`config.mk`:
```
export PLATFORM = sky130hd
export DESIGN_NAME = life_support_array_flat
export DESIGN_NICKNAME = d
export VERILOG_FILES = /design/src/rtl/ls_pkg.sv /design/src/rtl/life_support_array_if.sv /design/src/rtl/ls_zone.sv /design/src/rtl/life_support_array.sv /design/src/flat_wrapper.sv
export SDC_FILE = /design/constraint.sdc
export NUM_CORES = 1
export LEC_CHECK = 0
export ABC_AREA = 1
export ABC_CLOCK_PERIOD_IN_PS = 11400
export CORE_MARGIN = 1.5
export CORE_UTILIZATION = 55
export DETAILED_ROUTE_END_ITERATION = 10
export PLACE_DENSITY = 0.78
export SYNTH_ARGS = -nofsm -noshare
export SYNTH_HDL_FRONTEND = slang
export SYNTH_SLANG_ARGS = --single-unit
```
`constraint.sdc`:
```
create_clock -name clk -period 11.4 [get_ports clk]
set_clock_uncertainty 0.15 [all_clocks]
set_input_delay 1.14 -clock clk [delete_from_list [all_inputs] [get_ports clk]]
set_output_delay 1.14 -clock clk [all_outputs]
set_load 0.005 [all_outputs]
```
`src/rtl/ls_pkg.sv`:
```
// Shared types and saturating helpers for the multi-zone life-support controller.
package ls_pkg;

  typedef enum logic [1:0] {
    NORMAL    = 2'd0,
    DEFENSE   = 2'd1,
    STEALTH   = 2'd2,
    EMERGENCY = 2'd3
  } mode_e;

  // Power drained per tick in each mode, indexed by mode_e.
  localparam logic [1:0] MODE_COST [4] = '{2'd1, 2'd3, 2'd2, 2'd0};

  function automatic logic [31:0] sat_add(input logic [31:0] a, input logic [31:0] b,
                                          input logic [31:0] ceil);
    logic [32:0] s;
    s = {1'b0, a} + {1'b0, b};
    return (s > {1'b0, ceil}) ? ceil : s[31:0];
  endfunction

  function automatic logic [31:0] sat_sub(input logic [31:0] a, input logic [31:0] b);
    return (a > b) ? a - b : 32'd0;
  endfunction

  function automatic logic [31:0] step_toward(input logic [31:0] a, input logic [31:0] target);
    if (a < target) return a + 32'd1;
    if (a > target) return a - 32'd1;
    return a;
  endfunction

endpackage

```
`src/rtl/life_support_array_if.sv`:
```
// Console/hull bus of the life-support array; the controller uses the slave side.
interface life_support_array_if #(
  parameter int W     = 16,
  parameter int ZONES = 4
);
  localparam int ZW = (ZONES > 1) ? $clog2(ZONES) : 1;

  logic [1:0]         mode_req;
  logic               load;
  logic [ZW-1:0]      load_zone;
  logic [W-1:0]       load_o2;
  logic [W-1:0]       load_temp;
  logic [W-1:0]       temp_set;
  logic [ZONES-1:0]   o2_supply;
  logic               chrg;
  logic [W-1:0]       pwr_in;
  logic               atk;
  logic [1:0]         mode_cur;
  logic [ZONES*W-1:0] o2_out;
  logic [ZONES*W-1:0] temp_out;
  logic [W-1:0]       pwr_out;
  logic [W-1:0]       shield_out;
  logic [ZONES-1:0]   zone_fatal;
  logic               fatal;

  modport master (
    output mode_req, load, load_zone, load_o2, load_temp, temp_set, o2_supply, chrg, pwr_in, atk,
    input  mode_cur, o2_out, temp_out, pwr_out, shield_out, zone_fatal, fatal
  );

  modport slave (
    input  mode_req, load, load_zone, load_o2, load_temp, temp_set, o2_supply, chrg, pwr_in, atk,
    output mode_cur, o2_out, temp_out, pwr_out, shield_out, zone_fatal, fatal
  );
endinterface

```
`src/rtl/ls_zone.sv`:
```
// One zone: O2/temperature regulation, load override, hazard debounce and fatal flag.
// LS_FATAL_LATCH_EN makes the fatal flag sticky until reset.
module ls_zone
  import ls_pkg::*;
#(
  parameter int W          = 16,
  parameter int O2_MAX     = 1000,
  parameter int O2_MIN     = 100,
  parameter int TEMP_MAX   = 100,
  parameter int FATAL_HOLD = 8
) (
  input  logic         clk,
  input  logic         rst,
  input  logic         tick,
  input  mode_e        mode,
  input  logic         supply,
  input  logic [W-1:0] temp_set,
  input  logic [W-1:0] shield,
  input  logic         load_hit,
  input  logic [W-1:0] load_o2,
  input  logic [W-1:0] load_temp,
  output logic [W-1:0] o2,
  output logic [W-1:0] temp,
  output logic         zone_fatal
);
  localparam int          HW    = $clog2(FATAL_HOLD + 1);
  localparam logic [31:0] W_MAX = 32'((64'd1 << W) - 64'd1);

  logic [W-1:0]  o2_next, temp_next;
  logic [HW-1:0] cnt, cnt_next;
  logic          unsafe;

  assign unsafe = (temp >= W'(TEMP_MAX)) || (o2 < W'(O2_MIN)) || (shield == '0);

  // NOTE: every variable gets a default before any branch so no latch is inferred.
  always_comb begin
    o2_next   = o2;
    temp_next = temp;
    cnt_next  = cnt;
    if (tick) begin
      if (supply && mode != EMERGENCY) o2_next = W'(sat_add(32'(o2), 32'd1, 32'(O2_MAX)));
      else                             o2_next = W'(sat_sub(32'(o2), 32'd1));
      case (mode)
        STEALTH:   temp_next = W'(sat_add(32'(temp), 32'd1, W_MAX));
        EMERGENCY: temp_next = W'(sat_sub(32'(temp), 32'd1));
        default:   temp_next = W'(step_toward(32'(temp), 32'(temp_set)));
      endcase
      if (!unsafe)                       cnt_next = '0;
      else if (cnt != HW'(FATAL_HOLD))   cnt_next = cnt + 1'b1;
    end
    // A console load wins over the tick update of the same zone.
    if (load_hit) begin
      o2_next   = load_o2;
      temp_next = load_temp;
    end
  end

  // NOTE: sequential state uses non-blocking assignments so all registers sample together.
  always_ff @(posedge clk or posedge rst) begin
    if (rst) begin
      o2   <= W'(O2_MAX);
      temp <= '0;
      cnt  <= '0;
    end else begin
      o2   <= o2_next;
      temp <= temp_next;
      cnt  <= cnt_next;
    end
  end

`ifdef LS_FATAL_LATCH_EN
  logic stuck;
  always_ff @(posedge clk or posedge rst) begin
    if (rst)                                     stuck <= 1'b0;
    else if (tick && cnt_next == HW'(FATAL_HOLD)) stuck <= 1'b1;
  end
  assign zone_fatal = stuck;
`else
  assign zone_fatal = (cnt == HW'(FATAL_HOLD));
`endif

endmodule

```
`src/rtl/life_support_array.sv`:
```
// Multi-zone life-support controller: prescaler, mode FSM, shared power and hull shield.
// Zone fatal flags become sticky when LS_FATAL_LATCH_EN is defined.
module life_support_array
  import ls_pkg::*;
#(
  parameter int W          = 16,
  parameter int ZONES      = 4,
  parameter int PRESCALE   = 4,
  parameter int O2_MAX     = 1000,
  parameter int O2_MIN     = 100,
  parameter int TEMP_MAX   = 100,
  parameter int PWR_MAX    = 4000,
  parameter int PWR_RESUME = 50,
  parameter int SHIELD_NOM = 100,
  parameter int DMG        = 5,
  parameter int FATAL_HOLD = 8
) (
  input logic                 clk,
  input logic                 rst,
  life_support_array_if.slave bus
);
  localparam int          ZW    = (ZONES > 1) ? $clog2(ZONES) : 1;
  localparam int          PW    = (PRESCALE > 1) ? $clog2(PRESCALE) : 1;
  localparam logic [31:0] W_MAX = 32'((64'd1 << W) - 64'd1);

  logic [PW-1:0] pre;
  logic          tick;
  mode_e         mode_q, mode_next, req;
  logic [W-1:0]  pwr_q, pwr_next, shield_q, shield_next;

  assign tick = (pre == PW'(PRESCALE - 1));
  assign req  = mode_e'(bus.mode_req);

  // NOTE: memories are never reset, but these are control registers, so all of them are.
  always_ff @(posedge clk or posedge rst) begin
    if (rst) begin
      pre      <= '0;
      mode_q   <= NORMAL;
      pwr_q    <= '0;
      shield_q <= W'(SHIELD_NOM);
    end else begin
      pre      <= tick ? '0 : pre + 1'b1;
      mode_q   <= mode_next;
      pwr_q    <= pwr_next;
      shield_q <= shield_next;
    end
  end

  // Next mode, power and shield all derive from the pre-tick state.
  always_comb begin
    mode_next   = mode_q;
    pwr_next    = pwr_q;
    shield_next = shield_q;
    if (tick) begin
      if (pwr_q == '0) begin
        mode_next = EMERGENCY;
      end else if (mode_q == EMERGENCY) begin
        if (pwr_q >= W'(PWR_RESUME) && req != EMERGENCY) mode_next = req;
      end else begin
        mode_next = req;
      end

      if (bus.chrg) pwr_next = W'(sat_add(32'(pwr_q), 32'(bus.pwr_in), 32'(PWR_MAX)));
      else          pwr_next = W'(sat_sub(32'(pwr_q), 32'(MODE_COST[mode_q])));

      if (bus.atk)                shield_next = W'(sat_sub(32'(shield_q), 32'(DMG)));
      else if (mode_q == DEFENSE) shield_next = W'(sat_add(32'(shield_q), 32'd2, W_MAX));
      else                        shield_next = W'(step_toward(32'(shield_q), 32'(SHIELD_NOM)));
    end
  end

  for (genvar i = 0; i < ZONES; i++) begin : g_zone
    ls_zone #(
      .W(W), .O2_MAX(O2_MAX), .O2_MIN(O2_MIN), .TEMP_MAX(TEMP_MAX), .FATAL_HOLD(FATAL_HOLD)
    ) u_zone (
      .clk       (clk),
      .rst       (rst),
      .tick      (tick),
      .mode      (mode_q),
      .supply    (bus.o2_supply[i]),
      .temp_set  (bus.temp_set),
      .shield    (shield_q),
      .load_hit  (bus.load && (bus.load_zone == ZW'(i))),
      .load_o2   (bus.load_o2),
      .load_temp (bus.load_temp),
      .o2        (bus.o2_out[i*W +: W]),
      .temp      (bus.temp_out[i*W +: W]),
      .zone_fatal(bus.zone_fatal[i])
    );
  end

  assign bus.mode_cur   = mode_q;
  assign bus.pwr_out    = pwr_q;
  assign bus.shield_out = shield_q;
  assign bus.fatal      = |bus.zone_fatal;

endmodule
```
`src/flat_wrapper.sv`:
```
// flat-port wrapper written by rule: the top's interface ports become plain ports
module life_support_array_flat import ls_pkg::*;
#(
  parameter int W          = 16,
  parameter int ZONES      = 4,
  parameter int PRESCALE   = 4,
  parameter int O2_MAX     = 1000,
  parameter int O2_MIN     = 100,
  parameter int TEMP_MAX   = 100,
  parameter int PWR_MAX    = 4000,
  parameter int PWR_RESUME = 50,
  parameter int SHIELD_NOM = 100,
  parameter int DMG        = 5,
  parameter int FATAL_HOLD = 8
)
  (clk, rst, bus_mode_req, bus_load, bus_load_zone, bus_load_o2, bus_load_temp, bus_temp_set, bus_o2_supply, bus_chrg, bus_pwr_in, bus_atk, bus_mode_cur, bus_o2_out, bus_temp_out, bus_pwr_out, bus_shield_out, bus_zone_fatal, bus_fatal);
  life_support_array_if #(.W(W), .ZONES(ZONES)) bus_i ();
  input logic clk;
  input logic rst;
  input wire logic [$bits(bus_i.mode_req)-1:0] bus_mode_req;
  input wire logic [$bits(bus_i.load)-1:0] bus_load;
  input wire logic [$bits(bus_i.load_zone)-1:0] bus_load_zone;
  input wire logic [$bits(bus_i.load_o2)-1:0] bus_load_o2;
  input wire logic [$bits(bus_i.load_temp)-1:0] bus_load_temp;
  input wire logic [$bits(bus_i.temp_set)-1:0] bus_temp_set;
  input wire logic [$bits(bus_i.o2_supply)-1:0] bus_o2_supply;
  input wire logic [$bits(bus_i.chrg)-1:0] bus_chrg;
  input wire logic [$bits(bus_i.pwr_in)-1:0] bus_pwr_in;
  input wire logic [$bits(bus_i.atk)-1:0] bus_atk;
  output wire logic [$bits(bus_i.mode_cur)-1:0] bus_mode_cur;
  output wire logic [$bits(bus_i.o2_out)-1:0] bus_o2_out;
  output wire logic [$bits(bus_i.temp_out)-1:0] bus_temp_out;
  output wire logic [$bits(bus_i.pwr_out)-1:0] bus_pwr_out;
  output wire logic [$bits(bus_i.shield_out)-1:0] bus_shield_out;
  output wire logic [$bits(bus_i.zone_fatal)-1:0] bus_zone_fatal;
  output wire logic [$bits(bus_i.fatal)-1:0] bus_fatal;
  assign bus_i.mode_req = bus_mode_req;
  assign bus_i.load = bus_load;
  assign bus_i.load_zone = bus_load_zone;
  assign bus_i.load_o2 = bus_load_o2;
  assign bus_i.load_temp = bus_load_temp;
  assign bus_i.temp_set = bus_temp_set;
  assign bus_i.o2_supply = bus_o2_supply;
  assign bus_i.chrg = bus_chrg;
  assign bus_i.pwr_in = bus_pwr_in;
  assign bus_i.atk = bus_atk;
  assign bus_mode_cur = bus_i.mode_cur;
  assign bus_o2_out = bus_i.o2_out;
  assign bus_temp_out = bus_i.temp_out;
  assign bus_pwr_out = bus_i.pwr_out;
  assign bus_shield_out = bus_i.shield_out;
  assign bus_zone_fatal = bus_i.zone_fatal;
  assign bus_fatal = bus_i.fatal;
  life_support_array #(.W(W), .ZONES(ZONES), .PRESCALE(PRESCALE), .O2_MAX(O2_MAX), .O2_MIN(O2_MIN), .TEMP_MAX(TEMP_MAX), .PWR_MAX(PWR_MAX), .PWR_RESUME(PWR_RESUME), .SHIELD_NOM(SHIELD_NOM), .DMG(DMG), .FATAL_HOLD(FATAL_HOLD)) u_core (.clk(clk), .rst(rst), .bus(bus_i));
endmodule
```
## After elaboration in Yosys (flattened, before gate mapping)

Index checks and enable logic that the tools add are counted.

- Word-level logic and storage cells: 270
- Bits of input ports: 77
- Flip-flop bits (word level): 180

- Eq/ne operators: 22
- $add $sub $neg: 31
- Multiplexer cells: 119
- Reduce and logical (&&, ||, !) cells: 41
- $lt $le $gt $ge: 40
- Bitwise operators: 1

Operator list:

| cell | count |
|---|---|
| $mux 16 | 63 |
| $sub 16x1->16 const B | 9 |
| $add 16x1->17 const B | 8 |
| $gt 16x1->1 const B | 8 |
| $pmux 16 s2 | 4 |
| $gt 17x16->1 const B | 5 |
| $add 16x1->16 const B | 5 |
| $lt 16x7->1 const B | 5 |
| $gt 17x10->1 const B | 4 |
| $ge 16x7->1 const B | 4 |
| $gt 16x16->1 | 4 |
| $lt 16x16->1 | 4 |
| $mux 1 | 37 |
| $logic_not 16->1 | 2 |
| $mux 4 | 8 |
| $reduce_and 2->1 | 10 |
| $reduce_bool 5->1 | 4 |
| $add 16x16->17 | 1 |
| $add 16x2->17 const B | 1 |
| $gt 17x12->1 const B | 1 |
| $add 4x1->4 const B | 4 |
| $eq 4x4->1 const B | 4 |
| $ge 16x6->1 const B | 1 |
| $gt 16x2->1 | 1 |
| 22 further kinds | 57 |

## Logic depth before layout (Yosys ltp)

- Word-level depth: 13
- Depth in mapped cells: 19
- Depth with buffers taken out: 19

## Modules after synthesis

A second synthesis with hierarchy kept.

- Cells, all modules: 3799
- Area, all modules: 22614.2 sq um

By module, submodules not included:

| module | area an instance (sq um) | cells an instance | sequential area each (sq um) | times used |
|---|---|---|---|---|
| ls_zone at u_core.g_zone[0].u_zone ... | 4533.1 | 772 | 908.4 | 2 |
| life_support_array | 4723.3 | 792 | 904.6 | 1 |
| ls_zone at u_core.g_zone[1].u_zone | 4476.8 | 755 | 908.4 | 1 |
| ls_zone at u_core.g_zone[3].u_zone | 4347.9 | 708 | 908.4 | 1 |

## Least setup slack after synthesis

OpenSTA, ideal clock, no wires.

- Path kind: input to register
- Start: input bus_pwr_in[0]
- End: register u_core.pwr_q[5], in the netlist u_core.bus.pwr_out[5]
- Stages: 13
- Path slack: 8.316 ns
- Data required time: 11.130 ns
- Data arrival time: 2.814 ns
- Buffers on the path: 1
- Cells stage by stage: ha_1 -> fa_1 -> nand3_1 -> nand2_1 -> nand3_1 -> nand3_1 -> a21oi_1 -> nand3_1 -> nor2_1 -> buf_2 -> nand3_1 -> nand2_1 -> a21oi_1

- Word-level cells in the longest chain between the ends: 4

Ends and longest elaborated chain:

| item | RTL line | RTL |
|---|---|---|
| start, declared | flat_wrapper.sv:28 | `input wire logic [$bits(bus_i.pwr_in)-1:0] bus_pwr_in;` |
| $add 16x16->17 * | ls_pkg.sv:17 | `s = {1'b0, a} + {1'b0, b};` |
| $gt 17x12->1 | ls_pkg.sv:18 | `return (s > {1'b0, ceil}) ? ceil : s[31:0];` |
| $mux 16 * | ls_pkg.sv:18 |  |
| $mux 16 * | life_support_array.sv:63 | `if (bus.chrg) pwr_next = W'(sat_add(32'(pwr_q), 32'(bus.pwr_in), 32'(PWR_MAX)));` |
| end signal, assigned | life_support_array.sv:44 | `pwr_q <= pwr_next;` |
| end, declared | life_support_array.sv:29 | `logic [W-1:0] pwr_q, pwr_next, shield_q, shield_next;` |

Mark *: on every way between the ends. The rest lies on a longest branch, timed or not.
A chain may end at the register's enable or synchronous reset.

## Worst setup path after layout

- Start: input bus_load_zone[1]
- End: register u_core.g_zone[1].u_zone.temp[15]

- Word-level cells in the longest chain between the ends: 4
- Elaborated cells between the ends (all ways): 6
- Those cells by class: 1 x eq/ne; 1 x mux; 4 x reduce/logical

Ends and longest elaborated chain:

| item | RTL line | RTL |
|---|---|---|
| start, declared | flat_wrapper.sv:22 | `input wire logic [$bits(bus_i.load_zone)-1:0] bus_load_zone;` |
| $eq 2x1->1 * | life_support_array.sv:83 | `.load_hit (bus.load && (bus.load_zone == ZW'(i))),` |
| $logic_and 1x1->1 * | life_support_array.sv:83 |  |
| $reduce_bool 5->1 (no line) or $reduce_bool 2->1 (tied branches) | - |  |
| $reduce_and 2->1 (no line) | - |  |
| end signal, assigned | ls_zone.sv:66 | `temp <= temp_next;` |
| end, declared | ls_zone.sv:23 | `output logic [W-1:0] temp,` |

Marked as above.

==> flow_summary_export.csv <==
group,metric,value,unit
outcome,status,"finished, final reports clean",
sta,setup_viol,0,
route,first_pass_iters,7,
setup_path,crit_type,"in -> reg",
power_and_ir_drop,seqPwrFrac,30.5,%
sta,period_share,39.6,%
setup_path,rr_endpoint,"u_core.g_zone[3].u_zone.temp[13]",
cts,cts.repair.resized,0,
synth,synth_edf_count,0,
setup_path,worstReg2RegStart,"u_core.bus.mode_cur[0]",
power_and_ir_drop,share_comb_of_total_power,57.7,%
cts,cts_tree,"done",
route,drt_iter0_markers,2295,
sta,hold_violations,0,
placed_design,place_inst,4230,
synth,synthCells,3596,
worst_hold_path,min_path_type,"reg -> reg",
layout,nNetsFinal,3944,
power_and_ir_drop,p_leak,12.5,nW
power_and_ir_drop,swShare,52.3,%
cts,cts.sinks,180,
floorplan,die_area,0.0404,mm2
placed_design,port-buffer-count,243,
floorplan,die_h,201,um
route,vias,24100,
synth,ys_top_cells_by_count,"nand2_1 (1018), inv_1 (432), nor2_1 (403)",
sta,relSlewSlack,26.6,%
cts,cts_root_buf,"clkbuf_16",
setup_path,arrival,4.74,ns
synth,synth_top_area_share,17.7,%
power_and_ir_drop,vdd_drop_max,0.0993,mV
floorplan,core_area,0.0386,mm2
synth,async_reset_ff_share,100,%
synth,synth_most_common_cell,"nand2_1",
power_and_ir_drop,p_int,0.00244,W
cts,cts_buffers,17,
synth,synth-seq-area-share,21.0,%
route,drt-wirelength-per-cell,17.2,um
synth,netlist_area,0.0216,mm2
synth,syn_area_per_cell,6.00,um2
route,avgViaCountPerCell,5.67,
sta,post-route-min-period,4.51,ns
flow_run,maxCapViolCount,0,
cts,cts_buffer_depth,2,
sta,tightestPinTransition,1.10,ns
cts,hold_buffers,0,
synth,synth_top_area_cell,"dfrtp_1",
layout,multi_input_area,0.0146,mm2
global_route,grt_pass1_wl,118,mm
floorplan,start_util,55.8,%
synth,syn_nets,3809,
layout,drive_gt1_share,5.13,%
setup_path,startpoint,"bus_load_zone[1]",
setup_path,cp-end-kind,"register",
global_route,track_usage,36.0,%
route,postRouteWirelength,73.3,mm
power_and_ir_drop,p_switching,0.00267,W
layout,area_growth,14.2,%
floorplan,die_x,201,um
floorplan,num_rows,72,
layout,register_area,0.00454,mm2
sta,slew_viol_final,0,
setup_path,crit_fanout,30,
power_and_ir_drop,clkPwrFrac,11.8,%
global_route,grt_pass1_vias,22200,
layout,num_antenna_cells,0,
sta,max_freq,222,MHz
synth,synthDistinctLibCells,58,
synth,synth_ff_type,"dfrtp_1",
route,ant_nets,0,
cts,h-tree-depth,4,
cts,post_cts_buffers,0,
setup_path,cp-endpoint,"u_core.g_zone[1].u_zone.temp[15]",
placed_design,gp_congestion,1.01,
global_route,grt_overflow,0,
layout,fillers,3821,
global_route,antenna_found_initial,0,
layout,finalNonFillerCells,4262,
synth,yosysWarnings,0,
sta,setup_tns,0,ns
synth,ys_ff_latch,180,
setup_path,r2r_slack,7.71,ns
synth,synth_area_leaders,"dfrtp_1 (18%), nand2_1 (18%), ha_1 (7.8%), inv_1 (7.5%), nor2_1 (7.0%)",
cts,clkLatencyLatePin,0.46,ns
setup_path,cp-start-kind,"input pin",
cts,path_clk_slew,0.08,ns
global_route,grt_max_degree,128,
setup_path,reg2reg_depth,10,
route,drcViolationCount,0,
floorplan,ioPinCount,244,
sta,rsz0062_at_grt,"false",
placed_design,dpl.hpwl,55.1,mm
setup_path,critPathRequiredTime,11.63,ns
power_and_ir_drop,power_density,207,mW/mm2
## cells in the final DEF (no fill, tap or decap), types with 9 or more instances in the layout
cell,n
a21oi_1,195
a22oi_1,13
a31oi_1,10
buf_4,10
clkbuf_16,17
clkdlybuf4s50_1,243
dfrtp_1,153
dfstp_2,27
ha_1,134
inv_1,431
inv_2,45
nand2_1,1018
nand2_2,18
nand3_1,282
nand3b_1,19
nand4_1,78
nor2_1,403
nor2_2,24
nor3_1,67
o211ai_1,20
o21ai_0,180
o21ai_1,50
o21bai_1,9
o221ai_1,18
o22ai_1,18
xnor2_1,20
xor2_1,154
## metal layers
metal	routed length [um]	track usage, %	vias up	part of all wire [%]
met5	0	0	-	0
met4	2910	15.3	0	4.0
met3	6470	4.76	177	8.8
met2	33100	58.4	1114	45
met1	30900	48.1	11000	42
li1	-	-	11900	-
## metrics by stage
| stage | util, % | hold slack (ns) | area [um2] | setup slack (ns) | total power [W] |
|---|---|---|---|---|---|
| global placement | 62.3 | 0.273 | 24100 | 6.61 | 0.00441 |
| CTS | 63.8 | 0.285 | 24700 | 6.94 | 0.00504 |
| detailed placement | 62.3 | 0.274 | 24100 | 6.47 | 0.00443 |
| finish | 63.8 | 0.284 | 24700 | 6.89 | 0.00511 |
| global route | 63.8 | 0.306 | 24700 | 6.51 | 0.00555 |
| floorplan | - | 0.253 | 21600 | 5.27 | 0.00337 |
## cells by family after synthesis
| kind of cell | count (synthesis) | share of synthesized area (%) |
|---|---|---|
| AOI/OAI and AO/OA | 535 | 13.8 |
| and+or+nand+nor | 1954 | 38.7 |
| xor gates and xnor gates | 174 | 7.06 |
| buffers and inverters | 617 | 11.4 |
| adders and majority gates | 136 | 7.95 |
| DFF | 180 | 21.0 |
## worst min path at each step
stage	end	depth (start not counted)	start	slack, ns
floorplan	u_core.pre[0]	1	u_core.pre[0]	0.25
global placement	u_core.pre[0]	1	u_core.pre[0]	0.27
detailed placement	u_core.pre[0]	1	u_core.pre[0]	0.27
CTS	u_core.pre[0]	1	u_core.pre[0]	0.29
global route	u_core.pre[0]	1	u_core.pre[0]	0.31
finish	u_core.pre[0]	1	u_core.pre[0]	0.28
## sequential cells by signal, summed over array words and instances, names as in the netlist
name	cells
u_core.g_zone.u_zone.temp	64
u_core.bus.shield_out	16
u_core.pre	2
u_core.g_zone.u_zone.cnt	16
u_core.g_zone.u_zone.o2	64
u_core.bus.pwr_out	16
u_core.bus.mode_cur	2
## layout make-up
class,instances,area share (%)
timing repair buffer,253,10.2
sequential,180,18.4
multi-input combinational,2799,59.1
tap,518,2.63
clock buffer,19,1.76
inverter,480,7.34
clock inverter,13,0.584
## critical path: stages
cell and delay, ns:
clkdlybuf4s50_1 0.48, inv_1 0.06, nand3_1 0.07, buf_4 0.32
inv_1 0.42, nor2_1 0.61, inv_1 0.42, nand2_1 0.82
inv_1 0.19, o21ai_0 0.19
## power groups by stage
stage	Sequential (W)	Combinational [W]	Clock, W
global placement	0.00155	0.00286	0
floorplan	0.00117	0.00221	0
CTS	0.00153	0.00291	0.000606
detailed placement	0.00154	0.00289	0
finish	0.00156	0.00295	0.000604
global route	0.00159	0.00333	0.000631
No activity file was read; power rests on OpenSTA's default activity.
